[src/rtl/sprite_pkg.sv]
// Shared types and helpers for the sprite compositor slice: game state
// encoding, default pixel width and the score counter width.
package sprite_pkg;

    typedef enum logic [1:0] {
        PLAY = 2'd0,
        WIN  = 2'd1,
        LOSE = 2'd2
    } game_state_t;

    localparam int PIX_W_DEF = 4;

    function automatic int score_w(input int n_aliens);
        return $clog2(n_aliens + 1);
    endfunction

endpackage

[src/rtl/sprite_compositor_if.sv]
// Bundle of per-pixel sprite inputs and compositor outputs between the
// sprite generators / dtg (master) and the compositor (slave).
interface sprite_compositor_if #(
    parameter int N_ALIENS   = 15,
    parameter int N_MISSILES = 8,
    parameter int N_BARRIERS = 4,
    parameter int PIX_W      = sprite_pkg::PIX_W_DEF
);
    localparam int SCORE_W = sprite_pkg::score_w(N_ALIENS);

    logic                   video_on_i;
    logic                   frame_start_i;
    logic [N_ALIENS-1:0]    alien_active_i;
    logic [PIX_W-1:0]       alien_pix_i;
    logic                   player_active_i;
    logic [PIX_W-1:0]       player_pix_i;
    logic [N_MISSILES-1:0]  missile_active_i;
    logic [PIX_W-1:0]       missile_pix_i;
    logic [N_BARRIERS-1:0]  barrier_active_i;
    logic [PIX_W-1:0]       barrier_pix_i;
    logic [PIX_W-1:0]       bg_pix_i;
    logic [PIX_W-1:0]       win_pix_i;
    logic [PIX_W-1:0]       lose_pix_i;
    logic                   landed_i;
    logic                   restart_i;

    logic [PIX_W-1:0]       pix_o;
    logic [N_ALIENS-1:0]    alive_o;
    logic [N_MISSILES-1:0]  missile_hit_o;
    logic [SCORE_W-1:0]     score_o;
    logic [1:0]             state_o;

    modport master (
        output video_on_i, frame_start_i, alien_active_i, alien_pix_i,
               player_active_i, player_pix_i, missile_active_i, missile_pix_i,
               barrier_active_i, barrier_pix_i, bg_pix_i, win_pix_i, lose_pix_i,
               landed_i, restart_i,
        input  pix_o, alive_o, missile_hit_o, score_o, state_o
    );

    modport slave (
        input  video_on_i, frame_start_i, alien_active_i, alien_pix_i,
               player_active_i, player_pix_i, missile_active_i, missile_pix_i,
               barrier_active_i, barrier_pix_i, bg_pix_i, win_pix_i, lose_pix_i,
               landed_i, restart_i,
        output pix_o, alive_o, missile_hit_o, score_o, state_o
    );

endinterface

[src/rtl/collision_unit.sv]
// Missile/alien/barrier collision resolution: lowest-index priority pick,
// per-frame spent mask, alien alive register and missile retire pulses.
module collision_unit #(
    parameter int N_ALIENS   = 15,
    parameter int N_MISSILES = 8
) (
    input  logic                  clk,
    input  logic                  rst,
    input  logic                  play_en,
    input  logic                  frame_start,
    input  logic                  revive,
    input  logic [N_ALIENS-1:0]   alien_active,
    input  logic [N_MISSILES-1:0] missile_active,
    input  logic                  barrier_hit,
    output logic [N_ALIENS-1:0]   alive,
    output logic [N_MISSILES-1:0] missile_hit,
    output logic                  kill
);

    logic [N_ALIENS-1:0]   alive_q;
    logic [N_MISSILES-1:0] spent_q;
    logic [N_MISSILES-1:0] hit_q;
    logic [N_ALIENS-1:0]   alien_sel;
    logic [N_MISSILES-1:0] missile_sel;
    logic                  alien_any;
    logic                  missile_any;
    logic                  collide;

    // Only one alien and one missile take part per pixel; the rest are ignored.
    always_comb begin
        alien_sel   = '0;
        missile_sel = '0;
        alien_any   = 1'b0;
        missile_any = 1'b0;
        for (int k = 0; k < N_ALIENS; k++) begin
            if (!alien_any && alien_active[k] && alive_q[k]) begin
                alien_sel[k] = 1'b1;
                alien_any    = 1'b1;
            end
        end
        for (int m = 0; m < N_MISSILES; m++) begin
            if (!missile_any && missile_active[m] && !spent_q[m]) begin
                missile_sel[m] = 1'b1;
                missile_any    = 1'b1;
            end
        end
    end

    assign kill    = play_en && missile_any && alien_any;
    assign collide = play_en && missile_any && (alien_any || barrier_hit);

    always_ff @(posedge clk) begin
        if (rst) begin
            alive_q <= '1;
            spent_q <= '0;
            hit_q   <= '0;
        end else begin
            hit_q   <= collide ? missile_sel : '0;
            spent_q <= (frame_start ? '0 : spent_q) | (collide ? missile_sel : '0);
            if (revive) begin
                alive_q <= '1;
            end else if (kill) begin
                alive_q <= alive_q & ~alien_sel;
            end
        end
    end

    assign alive       = alive_q;
    assign missile_hit = hit_q;

endmodule

[src/rtl/sprite_compositor.sv]
// Game-state FSM, kill score and layer compositor producing one registered
// grey-level pixel per clock.
module sprite_compositor #(
    parameter int N_ALIENS   = 15,
    parameter int N_MISSILES = 8,
    parameter int N_BARRIERS = 4,
    parameter int PIX_W      = sprite_pkg::PIX_W_DEF
) (
    input logic               vga_clk_i,
    input logic               vga_rst_i,
    sprite_compositor_if.slave bus
);
    import sprite_pkg::*;

    localparam int SCORE_W = score_w(N_ALIENS);

    game_state_t           state_q, state_d;
    logic                  landed_seen_q;
    logic                  restart_seen_q;
    logic                  revive;
    logic [SCORE_W-1:0]    score_q;
    logic [PIX_W-1:0]      pix_q, pix_d;
    logic [N_ALIENS-1:0]   alive;
    logic [N_MISSILES-1:0] missile_hit;
    logic                  kill;

    collision_unit #(
        .N_ALIENS   (N_ALIENS),
        .N_MISSILES (N_MISSILES)
    ) u_collision (
        .clk            (vga_clk_i),
        .rst            (vga_rst_i),
        .play_en        (state_q == PLAY),
        .frame_start    (bus.frame_start_i),
        .revive         (revive),
        .alien_active   (bus.alien_active_i),
        .missile_active (bus.missile_active_i),
        .barrier_hit    (|bus.barrier_active_i),
        .alive          (alive),
        .missile_hit    (missile_hit),
        .kill           (kill)
    );

    // State changes only on frame_start so a frame is never split between screens.
    always_comb begin
        state_d = state_q;
        revive  = 1'b0;
        case (state_q)
            PLAY: begin
                if (bus.frame_start_i) begin
                    if (alive == '0)
                        state_d = WIN;
                    else if (landed_seen_q || bus.landed_i)
                        state_d = LOSE;
                end
            end
            WIN, LOSE: begin
                if (bus.frame_start_i && (restart_seen_q || bus.restart_i)) begin
                    state_d = PLAY;
                    revive  = 1'b1;
                end
            end
            default: state_d = PLAY;
        endcase
    end

    always_comb begin
        pix_d = '0;
        if (bus.video_on_i) begin
            case (state_q)
                PLAY: begin
                    if (|(bus.alien_active_i & alive))
                        pix_d = bus.alien_pix_i;
                    else if (bus.player_active_i)
                        pix_d = bus.player_pix_i;
                    else if (|bus.missile_active_i)
                        pix_d = bus.missile_pix_i;
                    else if (|bus.barrier_active_i)
                        pix_d = bus.barrier_pix_i;
                    else
                        pix_d = bus.bg_pix_i;
                end
                WIN:     pix_d = bus.win_pix_i;
                LOSE:    pix_d = bus.lose_pix_i;
                default: pix_d = '0;
            endcase
        end
    end

    always_ff @(posedge vga_clk_i) begin
        if (vga_rst_i) begin
            state_q        <= PLAY;
            landed_seen_q  <= 1'b0;
            restart_seen_q <= 1'b0;
            score_q        <= '0;
            pix_q          <= '0;
        end else begin
            state_q <= state_d;
            pix_q   <= pix_d;
            if (revive) begin
                landed_seen_q  <= 1'b0;
                restart_seen_q <= 1'b0;
                score_q        <= '0;
            end else begin
                if (state_q == PLAY && bus.landed_i)
                    landed_seen_q <= 1'b1;
                if (state_q != PLAY && bus.restart_i)
                    restart_seen_q <= 1'b1;
                if (kill && score_q < SCORE_W'(N_ALIENS))
                    score_q <= score_q + SCORE_W'(1);
            end
        end
    end

    assign bus.pix_o         = pix_q;
    assign bus.alive_o       = alive;
    assign bus.missile_hit_o = missile_hit;
    assign bus.score_o       = score_q;
    assign bus.state_o       = state_q;

endmodule

[src/flat_wrapper.sv]
// flat-port wrapper written by rule: the top's interface ports become plain ports
module sprite_compositor_flat import sprite_pkg::*;
#(
    parameter int N_ALIENS   = 15,
    parameter int N_MISSILES = 8,
    parameter int N_BARRIERS = 4,
    parameter int PIX_W      = sprite_pkg::PIX_W_DEF
)
  (vga_clk_i, vga_rst_i, bus_video_on_i, bus_frame_start_i, bus_alien_active_i, bus_alien_pix_i, bus_player_active_i, bus_player_pix_i, bus_missile_active_i, bus_missile_pix_i, bus_barrier_active_i, bus_barrier_pix_i, bus_bg_pix_i, bus_win_pix_i, bus_lose_pix_i, bus_landed_i, bus_restart_i, bus_pix_o, bus_alive_o, bus_missile_hit_o, bus_score_o, bus_state_o);
  sprite_compositor_if #(.N_ALIENS(N_ALIENS), .N_MISSILES(N_MISSILES), .N_BARRIERS(N_BARRIERS), .PIX_W(PIX_W)) bus_i ();
  input logic vga_clk_i;
  input logic vga_rst_i;
  input wire logic [$bits(bus_i.video_on_i)-1:0] bus_video_on_i;
  input wire logic [$bits(bus_i.frame_start_i)-1:0] bus_frame_start_i;
  input wire logic [$bits(bus_i.alien_active_i)-1:0] bus_alien_active_i;
  input wire logic [$bits(bus_i.alien_pix_i)-1:0] bus_alien_pix_i;
  input wire logic [$bits(bus_i.player_active_i)-1:0] bus_player_active_i;
  input wire logic [$bits(bus_i.player_pix_i)-1:0] bus_player_pix_i;
  input wire logic [$bits(bus_i.missile_active_i)-1:0] bus_missile_active_i;
  input wire logic [$bits(bus_i.missile_pix_i)-1:0] bus_missile_pix_i;
  input wire logic [$bits(bus_i.barrier_active_i)-1:0] bus_barrier_active_i;
  input wire logic [$bits(bus_i.barrier_pix_i)-1:0] bus_barrier_pix_i;
  input wire logic [$bits(bus_i.bg_pix_i)-1:0] bus_bg_pix_i;
  input wire logic [$bits(bus_i.win_pix_i)-1:0] bus_win_pix_i;
  input wire logic [$bits(bus_i.lose_pix_i)-1:0] bus_lose_pix_i;
  input wire logic [$bits(bus_i.landed_i)-1:0] bus_landed_i;
  input wire logic [$bits(bus_i.restart_i)-1:0] bus_restart_i;
  output wire logic [$bits(bus_i.pix_o)-1:0] bus_pix_o;
  output wire logic [$bits(bus_i.alive_o)-1:0] bus_alive_o;
  output wire logic [$bits(bus_i.missile_hit_o)-1:0] bus_missile_hit_o;
  output wire logic [$bits(bus_i.score_o)-1:0] bus_score_o;
  output wire logic [$bits(bus_i.state_o)-1:0] bus_state_o;
  assign bus_i.video_on_i = bus_video_on_i;
  assign bus_i.frame_start_i = bus_frame_start_i;
  assign bus_i.alien_active_i = bus_alien_active_i;
  assign bus_i.alien_pix_i = bus_alien_pix_i;
  assign bus_i.player_active_i = bus_player_active_i;
  assign bus_i.player_pix_i = bus_player_pix_i;
  assign bus_i.missile_active_i = bus_missile_active_i;
  assign bus_i.missile_pix_i = bus_missile_pix_i;
  assign bus_i.barrier_active_i = bus_barrier_active_i;
  assign bus_i.barrier_pix_i = bus_barrier_pix_i;
  assign bus_i.bg_pix_i = bus_bg_pix_i;
  assign bus_i.win_pix_i = bus_win_pix_i;
  assign bus_i.lose_pix_i = bus_lose_pix_i;
  assign bus_i.landed_i = bus_landed_i;
  assign bus_i.restart_i = bus_restart_i;
  assign bus_pix_o = bus_i.pix_o;
  assign bus_alive_o = bus_i.alive_o;
  assign bus_missile_hit_o = bus_i.missile_hit_o;
  assign bus_score_o = bus_i.score_o;
  assign bus_state_o = bus_i.state_o;
  sprite_compositor #(.N_ALIENS(N_ALIENS), .N_MISSILES(N_MISSILES), .N_BARRIERS(N_BARRIERS), .PIX_W(PIX_W)) u_core (.vga_clk_i(vga_clk_i), .vga_rst_i(vga_rst_i), .bus(bus_i));
endmodule
[config.mk]
export PLATFORM = sky130hd
export DESIGN_NAME = sprite_compositor_flat
export DESIGN_NICKNAME = d
export VERILOG_FILES = /design/src/rtl/sprite_pkg.sv /design/src/rtl/sprite_compositor_if.sv /design/src/rtl/collision_unit.sv /design/src/rtl/sprite_compositor.sv /design/src/flat_wrapper.sv
export SDC_FILE = /design/constraint.sdc
export NUM_CORES = 1
export LEC_CHECK = 0
export BUFFER_PORTS_ARGS = -buffer_cell sky130_fd_sc_hd__buf_2
export CORE_MARGIN = 3
export CORE_UTILIZATION = 47
export DETAILED_ROUTE_END_ITERATION = 6
export PLACE_DENSITY = 0.8
export RECOVER_POWER = 25
export SLEW_MARGIN = 40
export SYNTH_ARGS = -nofsm -noshare
export SYNTH_HDL_FRONTEND = slang
export SYNTH_SLANG_ARGS = --single-unit
[constraint.sdc]
create_clock -name vga_clk_i -period 2.15 [get_ports vga_clk_i]
set_input_delay 0 -clock vga_clk_i [delete_from_list [all_inputs] [get_ports vga_clk_i]]
set_output_delay 0 -clock vga_clk_i [all_outputs]
set_load 0.02 [all_outputs]
### Word-level counts from Yosys, hierarchy flattened

Index checks and enable logic that the tools add are counted.

* flip-flop bits (word level): 43
* latch bits: 0
* memory bits (writable): 0
* ROM bits: 0
* input port bits: 62
* output and inout bits: 33
* logic and storage cells: 171
* memories kept: 0

* add/sub/neg operators: 1
* multiply operators: 0
* divide/modulo/power cells: 0
* magnitude comparators: 1
* eq/ne operators: 5
* shifts and indexed selects: 0
* mux-type cells: 58
* bitwise logic cells: 5
* reductions and logical operators: 93

Operators by type and width (count)
* 1-bit logical AND: 51
* 1-bit 2-to-1 mux: 46
* 15-bit AND: 2
* 1-bit logical NOT: 29
* 4-bit 2-to-1 mux: 4
* 8-bit 2-to-1 mux: 2
* 15-bit logical NOT: 1
* 15-bit inverter: 1
* 15-bit OR reduction: 1
* 4-bit one-hot mux with 3 select lines: 1
* 2-bit 2-to-1 mux: 4
* 8-bit bitwise OR: 1
* 8-bit OR reduction: 1
* 2-bit OR reduction: 3
* 4-bit by 1-bit adder with 4-bit output (second input constant): 1
* 4-bit < comparator (second input constant): 1
* 2-bit one-hot mux with 2 select lines: 1
* 4-bit OR reduction: 1
* 1-bit logical OR: 3
* 3-bit by 1-bit inequality test with 1-bit output (second input constant): 1
* 3-bit AND reduction: 1
* 2-bit by 1-bit == test with 1-bit output (second input constant): 1
* 2-bit == test (second input constant): 1
* 2-bit logical NOT: 1
* 4 further kinds: 4

### Depth between registers and ports, before layout

Gate-level depths: netlist of run 1.

* depth after elaboration: 62
* mapped depth: 8
* depth with buffers taken out: 7

### Hierarchy

Synthesis of run 1 repeated with hierarchy kept, for this count alone.

* cells, all modules: 250
* area total of the unflattened synthesis: 2207.1 µm²

By module, submodules not included
* collision_unit: times used 1, cells each 137, area each 1281.2 µm², sequential area each 620.6 µm²
* sprite_compositor: times used 1, cells each 113, area each 925.9 µm², sequential area each 240.2 µm²

### Least setup slack after synthesis of run 1

No wires, ideal clock.

* path kind: flip-flop to flip-flop
* start: register u_core.state_q[0] (netlist: u_core.bus.state_o[0])
* end: register u_core.u_collision.alive_q[14] (netlist: u_core.u_collision.alive[14])
* setup time: 0.122 ns
* data arrival time: 1.829 ns
* required time: 2.028 ns
* path slack: 0.199 ns
* stages on the path, launching flop included: 7
* buffers on the path: 1
* period minus slack after synthesis: 1.951 ns
* cell sequence: dfxtp_1 inv_1 ha_1 a31o_2 clkbuf_1 or2_0 o32a_1

* longest elaborated chain between the ends: 4
* elaborated cells on any way between the ends: 8
* classes of those cells: 2 x eq/ne; 1 x mux; 5 x reduce/logical

RTL lines
* from (decl): RTL line sprite_compositor.sv:17 `game_state_t state_q, state_d;`
* from (signal assigned): RTL line sprite_compositor.sv:98 `state_q <= state_d;`
* 2-bit by 1-bit == test with 1-bit output or 2-bit == test (tied branches): RTL line sprite_compositor.sv:48 `case (state_q)`
* 2-bit OR reduction: RTL line sprite_compositor.sv:48
* 1-bit 2-to-1 mux: RTL line sprite_compositor.sv:48
* 2-bit OR reduction (no line)
* to (signal assigned): RTL line collision_unit.sv:63 `alive_q <= alive_q & ~alien_sel;`
* to (decl): RTL line collision_unit.sv:20 `logic [N_ALIENS-1:0] alive_q;`

Several ways; a longest one is shown, not always the timed one.
A chain may end at the register's enable or synchronous reset.

### Worst setup path after layout of run 1

* start: register u_core.state_q[0] (netlist: u_core.bus.state_o[0])
* end: register u_core.u_collision.alive_q[7] (netlist: u_core.u_collision.alive[7])

Same word-level chain as after synthesis.

==> results_dict.tcl, run 1 <==
set metrics [dict create \
    status "complete, no violations" \
    synth_cell_types 47 \
    yosysMostFrequentCell "dfxtp_1" \
    grt_pass1_wl_um 9170 \
    yosysTopAreaCell "dfxtp_1" \
    synth_area_um2 2080 \
    fin_ws_ns 0.0405 \
    period_needed_ns 2.11 \
    wire_per_inst_um 14.6 \
    tritoncts "yes" \
    overflow 0 \
    async_flop_share_pct 0 \
    path_class "flip-flop to flip-flop" \
    synthSimpleGateAreaFrac_pct 25.6 \
    synth_area_leaders "dfxtp_1 (41%), nand2_1 (5.2%), nor2_1 (4.7%)" \
    ant_nets 0 \
    clock_path_buffers 2 \
    core_um2 4140 \
    hold_viol 0 \
    gp_congestion 0.823 \
    syn2layout_area_growth_pct 37.6 \
    r2r_slack_ns 0.04 \
    antenna_found_initial 0 \
    synthCells 238 \
    synth_seq_cells 43 \
    vias 2253 \
    post-route-drc-count 0 \
    synth_top_area_share_pct 41.3 \
    placed_cells 380 \
    fmax_mhz 474 \
    synth_compound_area_share_pct 22.2 \
    regArea_um2 861 \
    syn-num-nets 305 \
    synth-edff-count 0 \
    path_buf_inv 1 \
    arrival_ns 2.26 \
    post_drt_via_cell_ratio 5.52 \
    die_y_um 72.6 \
    ir_worst_vdd_uv 394 \
    maxCapViolCount 0 \
    slowest_stage "nor4b_2" \
    nNetsFinal 424 \
    cp_max_fo 6 \
    finalCritPeriodShare_pct 98.1 \
    port_buffers 94 \
    synth_warnings 0 \
    synthMuxAreaShare_pct 4.56 \
    h-tree-depth 2 \
    die_w_um 72.6 \
    diodes 0 \
    rows 23 \
    slew_viol_final 0 \
    first_pass_iters 5 \
    worst_setup_path_start_kind "flip-flop" \
    synth.avg_cell_area_um2 8.76 \
    multi_input_area_um2 1150 \
    leakage_nw 1.24 \
    wl_met2_um 3040 \
    grt_pass1_vias 2049 \
    dp_slack_ns 0.165 \
    seq_area_frac_synth_pct 41.3 \
    yosys.area_share.xor_xnor_pct 0 \
    path_cells "inv_1, ha_1, a31o_2, nor4b_2, a41oi_1" \
    die_area_um2 5270 \
    grt_start_max_net_pins 16 \
    tightest_slew_ns 0.663 \
    drt_iter0_markers 131 \
    place_area_um2 2610 \
    floorplan.initialDensity_pct 50.3 \
    routed_wl_um 5950 \
    track_usage_pct 21.8 \
    wl_met3_um 418 \
    root_buffer "clkbuf_8" \
    cts_resized 0 \
    route.top_layer_used "met4" \
    worst_setup_path_end_kind "flip-flop" \
    cts_sinks 43 \
    nFillCells 360 \
    numCtsBuffers 5 \
    final_area_um2 2870 \
    clk_latency_ns 0.30 \
    synth_fa_ha_area_share_pct 3.00 \
    synth_common_cells "dfxtp_1 (43), nand2_1 (29), nor2_1 (26)" \
    synth_top_family_by_area "simple AND/OR/NAND/NOR gates" \
    stdcell_count 408 \
    required_ns 2.30 \
    power.density_nw_per_um2 616 \
    hpwl_um 4260 \
    met1_length_um 2420 \
    relSlewSlack_pct 55.5 \
    fin_skew_ns 0.00367 \
    clk_pin_slew_ns 0.08 \
    setup_viol 0 \
    cpPeakStageDelay_ns 0.55 \
    io_pins 95 \
    critical_path.top_delay_family "simple AND/OR/NAND/NOR gates" \
    drive_above_1_share_pct 28.8 \
    ys.flop_type "dfxtp_1" \
    hold_class "primary input to flip-flop" \
]
==> sequential cells by signal, summed over array words and instances, names as in the netlist <==
register and flops:
u_core.u_collision.missile_hit 8, u_core.u_collision.spent_q 8, u_core.bus.score_o 4, u_core.u_collision.alive 15
u_core.restart_seen_q 1, u_core.bus.state_o 2, u_core.bus.pix_o 4, u_core.landed_seen_q 1
==> cells by family after synthesis <==
logic type	after synthesis
simple gates	103
compound gates	65
flops	43
buf+inv	13
mux	9
fa+ha+maj	5
==> worst paths after layout <==
| path | start | end | depth (start not counted) |
|---|---|---|---|
| worst max-delay path | u_core.bus.state_o[0] | u_core.u_collision.alive[7] | 5 |
| worst min-delay path | bus_alien_active_i[14] | u_core.u_collision.alive[14] | 3 |
| worst max register to register | u_core.bus.state_o[0] | u_core.u_collision.alive[7] | 5 |
| worst min register to register | u_core.u_collision.spent_q[2] | u_core.u_collision.spent_q[2] | 2 |
==> per-layer routing <==
metal,vias up,track usage (%)
met1,1028,26.6
met3,8,6.20
met4,0,8.40
li1,1132,-
met2,85,36.3
met5,-,0
==> metrics by stage <==
stage | total power (W) | TNS [ns] | hold slack, ns | util, %
after floorplan | 0.00110 | 0 | 0.0908 | -
final | 0.00177 | 0 | 0.0438 | 69.2
after global routing | 0.00185 | -0.102 | 0.0594 | 69.2
after global placement | 0.00124 | 0 | 0.207 | 63.0
after detailed placement | 0.00124 | 0 | 0.207 | 63.0
after CTS | 0.00177 | 0 | 0.0295 | 69.6
==> final cells by class <==
type	count	share of cell area (%)
sequential	43	30.0
inverter	6	0.785
clock inverter	2	0.436
timing repair buffer	119	23.8
tap	50	2.18
multi-input combinational	182	40.3
clock buffer	6	2.53
==> power by group <==
part	total [W]	internal, W	switching [W]
Clock	0.000510	0.000227	0.000282
Combinational	0.000383	0.000170	0.000214
Sequential	0.000873	0.000839	0.0000348
==> worst register-to-register path, delay by kind of cell, from the launching register on <==
family / cells / cell delay, ns
AND/OR/NAND/NOR: 1 / 0.55
AO/OA/AOI/OAI: 2 / 0.53
flip-flops: 1 / 0.43
adder cells (fa/ha/maj): 1 / 0.35
buffers and inverters: 1 / 0.10
==> layout by cell type (no fill, tap or decap), drive strengths merged, types with 3 or more instances in the layout <==
| cell type | count |
|---|---|
| a31o | 6 |
| nor3 | 7 |
| nand2b | 9 |
| a31oi | 9 |
| o22ai | 5 |
| nor2 | 27 |
| mux2 | 4 |
| nand2 | 29 |
| ha | 5 |
| a222oi | 3 |
| inv | 6 |
| mux2i | 5 |
| nor4 | 10 |
| a41oi | 3 |
| buf | 81 |
| clkbuf | 25 |
| a22oi | 8 |
| o21ai | 9 |
| dfxtp | 43 |
| nand4 | 3 |
| a21oi | 9 |
| o31ai | 5 |
| dlygate4sd3 | 19 |
| nand3 | 8 |
==> timing repair <==
item | 4_1_cts | 5_1_grt
setup endpoints to repair | 0 | 7
endpoints found under the hold margin | 22 | 0
buffers inserted | 0 | 1
hold buffers | 19 | 0
No activity file was read; power rests on OpenSTA's default activity.
==> inputs of run 2 (changes only) <==
==> constraint.sdc (replaced) <==
create_clock -name vga_clk_i -period 2.15 [get_ports vga_clk_i]
set_input_delay 0.1075 -clock vga_clk_i [delete_from_list [all_inputs] [get_ports vga_clk_i]]
set_output_delay 0.1075 -clock vga_clk_i [all_outputs]
set_load 0.02 [all_outputs]
==> results_dict.tcl, run 2 (synthesized netlist as in run 1, its figures left out) <==
set metrics [dict create \
    status "complete, no violations" \
    post-route-drc-count 0 \
    relSlewSlack_pct 56.7 \
    largest_reg_flops 15 \
    antenna_found_initial 0 \
    cts_sinks 43 \
    path_class "primary input to flip-flop" \
    worst_setup_path_end_kind "flip-flop" \
    required_ns 2.34 \
    routed_wl_um 5500 \
    h-tree-depth 2 \
    grt_pass1_vias 1953 \
    overflow 0 \
    slew_viol_final 0 \
    leakage_nw 1.18 \
    rows 23 \
    path_cells "dlygate4sd3_1, buf_2, a22oi_1, nand3_1, nor2_4, a211o_4, o41ai_1" \
    syn2layout_area_growth_pct 30.9 \
    tns_ns 0 \
    track_usage_pct 20.6 \
    fmax_mhz 506 \
    setup_viol 0 \
    cpPeakStageDelay_ns 0.53 \
    arrival_ns 2.17 \
    clock_path_buffers 2 \
    path_buf_inv 2 \
    worst_setup_path_start_kind "primary input" \
    min_from "bus_alien_active_i[1]" \
    power.density_nw_per_um2 636 \
    die_y_um 72.6 \
    crit_start "bus_alien_active_i[8]" \
    cp_max_fo 14 \
    grt_start_max_net_pins 16 \
    clk_pin_slew_ns 0.08 \
    first_pass_iters 4 \
    hpwl_um 4260 \
    hold_class "primary input to flip-flop" \
    tightest_slew_ns 0.646 \
    diodes 0 \
    drt_iter0_markers 119 \
    rsz0062_at_grt "no" \
    core_um2 4140 \
    r2r_start "u_core.bus.state_o[0]" \
    die_area_um2 5270 \
    fin_skew_ns 0.00480 \
    ant_nets 0 \
    die_w_um 72.6 \
    vias 2176 \
    critical_path.top_delay_family "compound AO/OA/AOI/OAI gates" \
    numCtsBuffers 5 \
    post_drt_via_cell_ratio 5.52 \
    place_area_um2 2610 \
    final_area_um2 2730 \
    ir_worst_vdd_uv 391 \
    floorplan.initialDensity_pct 50.3 \
    grt_pass1_wl_um 8710 \
    io_pins 95 \
    nNetsFinal 410 \
    gp_congestion 0.823 \
    period_needed_ns 1.98 \
    hold_viol 0 \
    tritoncts "yes" \
    drive_above_1_share_pct 29.9 \
    root_buffer "clkbuf_8" \
    port_buffers 94 \
    final_common_cell "buf_2" \
    cts_resized 0 \
    wire_per_inst_um 13.9 \
    clk_latency_ns 0.30 \
    finalCritPeriodShare_pct 92.0 \
    layout_common_cells "buf_2 (75), dfxtp_1 (43), nand2_1 (29)" \
    slowest_stage "dlygate4sd3_1" \
    maxCapViolCount 0 \
]
-- run 2: changes by cell type in the layout (fill, tap and decap cells not counted), sizes merged --
cell	previous run	this run
dlygate4sd3	19	5
-- run 2: path summary, 6_finish.rpt --
check	slack (ns)	cells after the start	endpoint
worst min register to register	0.45	2	u_core.u_collision.spent_q[5]
worst max-delay path	0.17	7	u_core.u_collision.spent_q[6]
worst min-delay path	0.02	2	u_core.u_collision.alive[1]
worst max register to register	0.18	5	u_core.u_collision.alive[7]
-- run 2: timing repair --
item / 4_1_cts / 5_1_grt
hold endpoints to repair: 5 / 0
hold buffers: 5 / 0
buffers inserted: 0 / 1
setup endpoints to repair: 0 / 2
-- run 2: final cells by class --
type	instances	area [µm²]
repair buffers	105	542
flip-flops and latches	43	861
fillers	382	1420
multi-input cells	182	1150
inverters	6	22.5
clock buffers	6	72.6
well taps	50	62.6
clock inverters	2	12.5
-- run 2: per-layer routing --
metal  GRT usage [%]  routed length [µm]  part of all wire, %  up-vias
li1                -                   -                    -     1104
met1            25.0                2300                   42      998
met2            34.8                2750                   50       67
met3            6.20                 377                  6.9        7
met4            6.97                  65                  1.2        0
met5               0                   0                    0        -
-- run 2: metrics by stage --
stage          util (%)  worst slack, ns  power (W)  cells  hold WS (ns)
2_1_floorplan         -            0.199    0.00110    238         0.198
3_3_place_gp       63.0            0.251    0.00124    380         0.315
3_5_place_dp       63.0            0.165    0.00124    380         0.314
4_1_cts            66.2            0.160    0.00175    393       0.00560
5_1_grt            65.8           0.0185    0.00182    394        0.0193
6_report           65.8            0.173    0.00173    394        0.0170
-- run 2: report_power, final --
| part | switching [W] | total [W] | internal [W] |
|---|---|---|---|
| Sequential | 0.0000340 | 0.000873 | 0.000839 |
| Combinational | 0.000205 | 0.000358 | 0.000153 |
| Clock | 0.000276 | 0.000503 | 0.000227 |
| Total | 0.000516 | 0.00173 | 0.00122 |
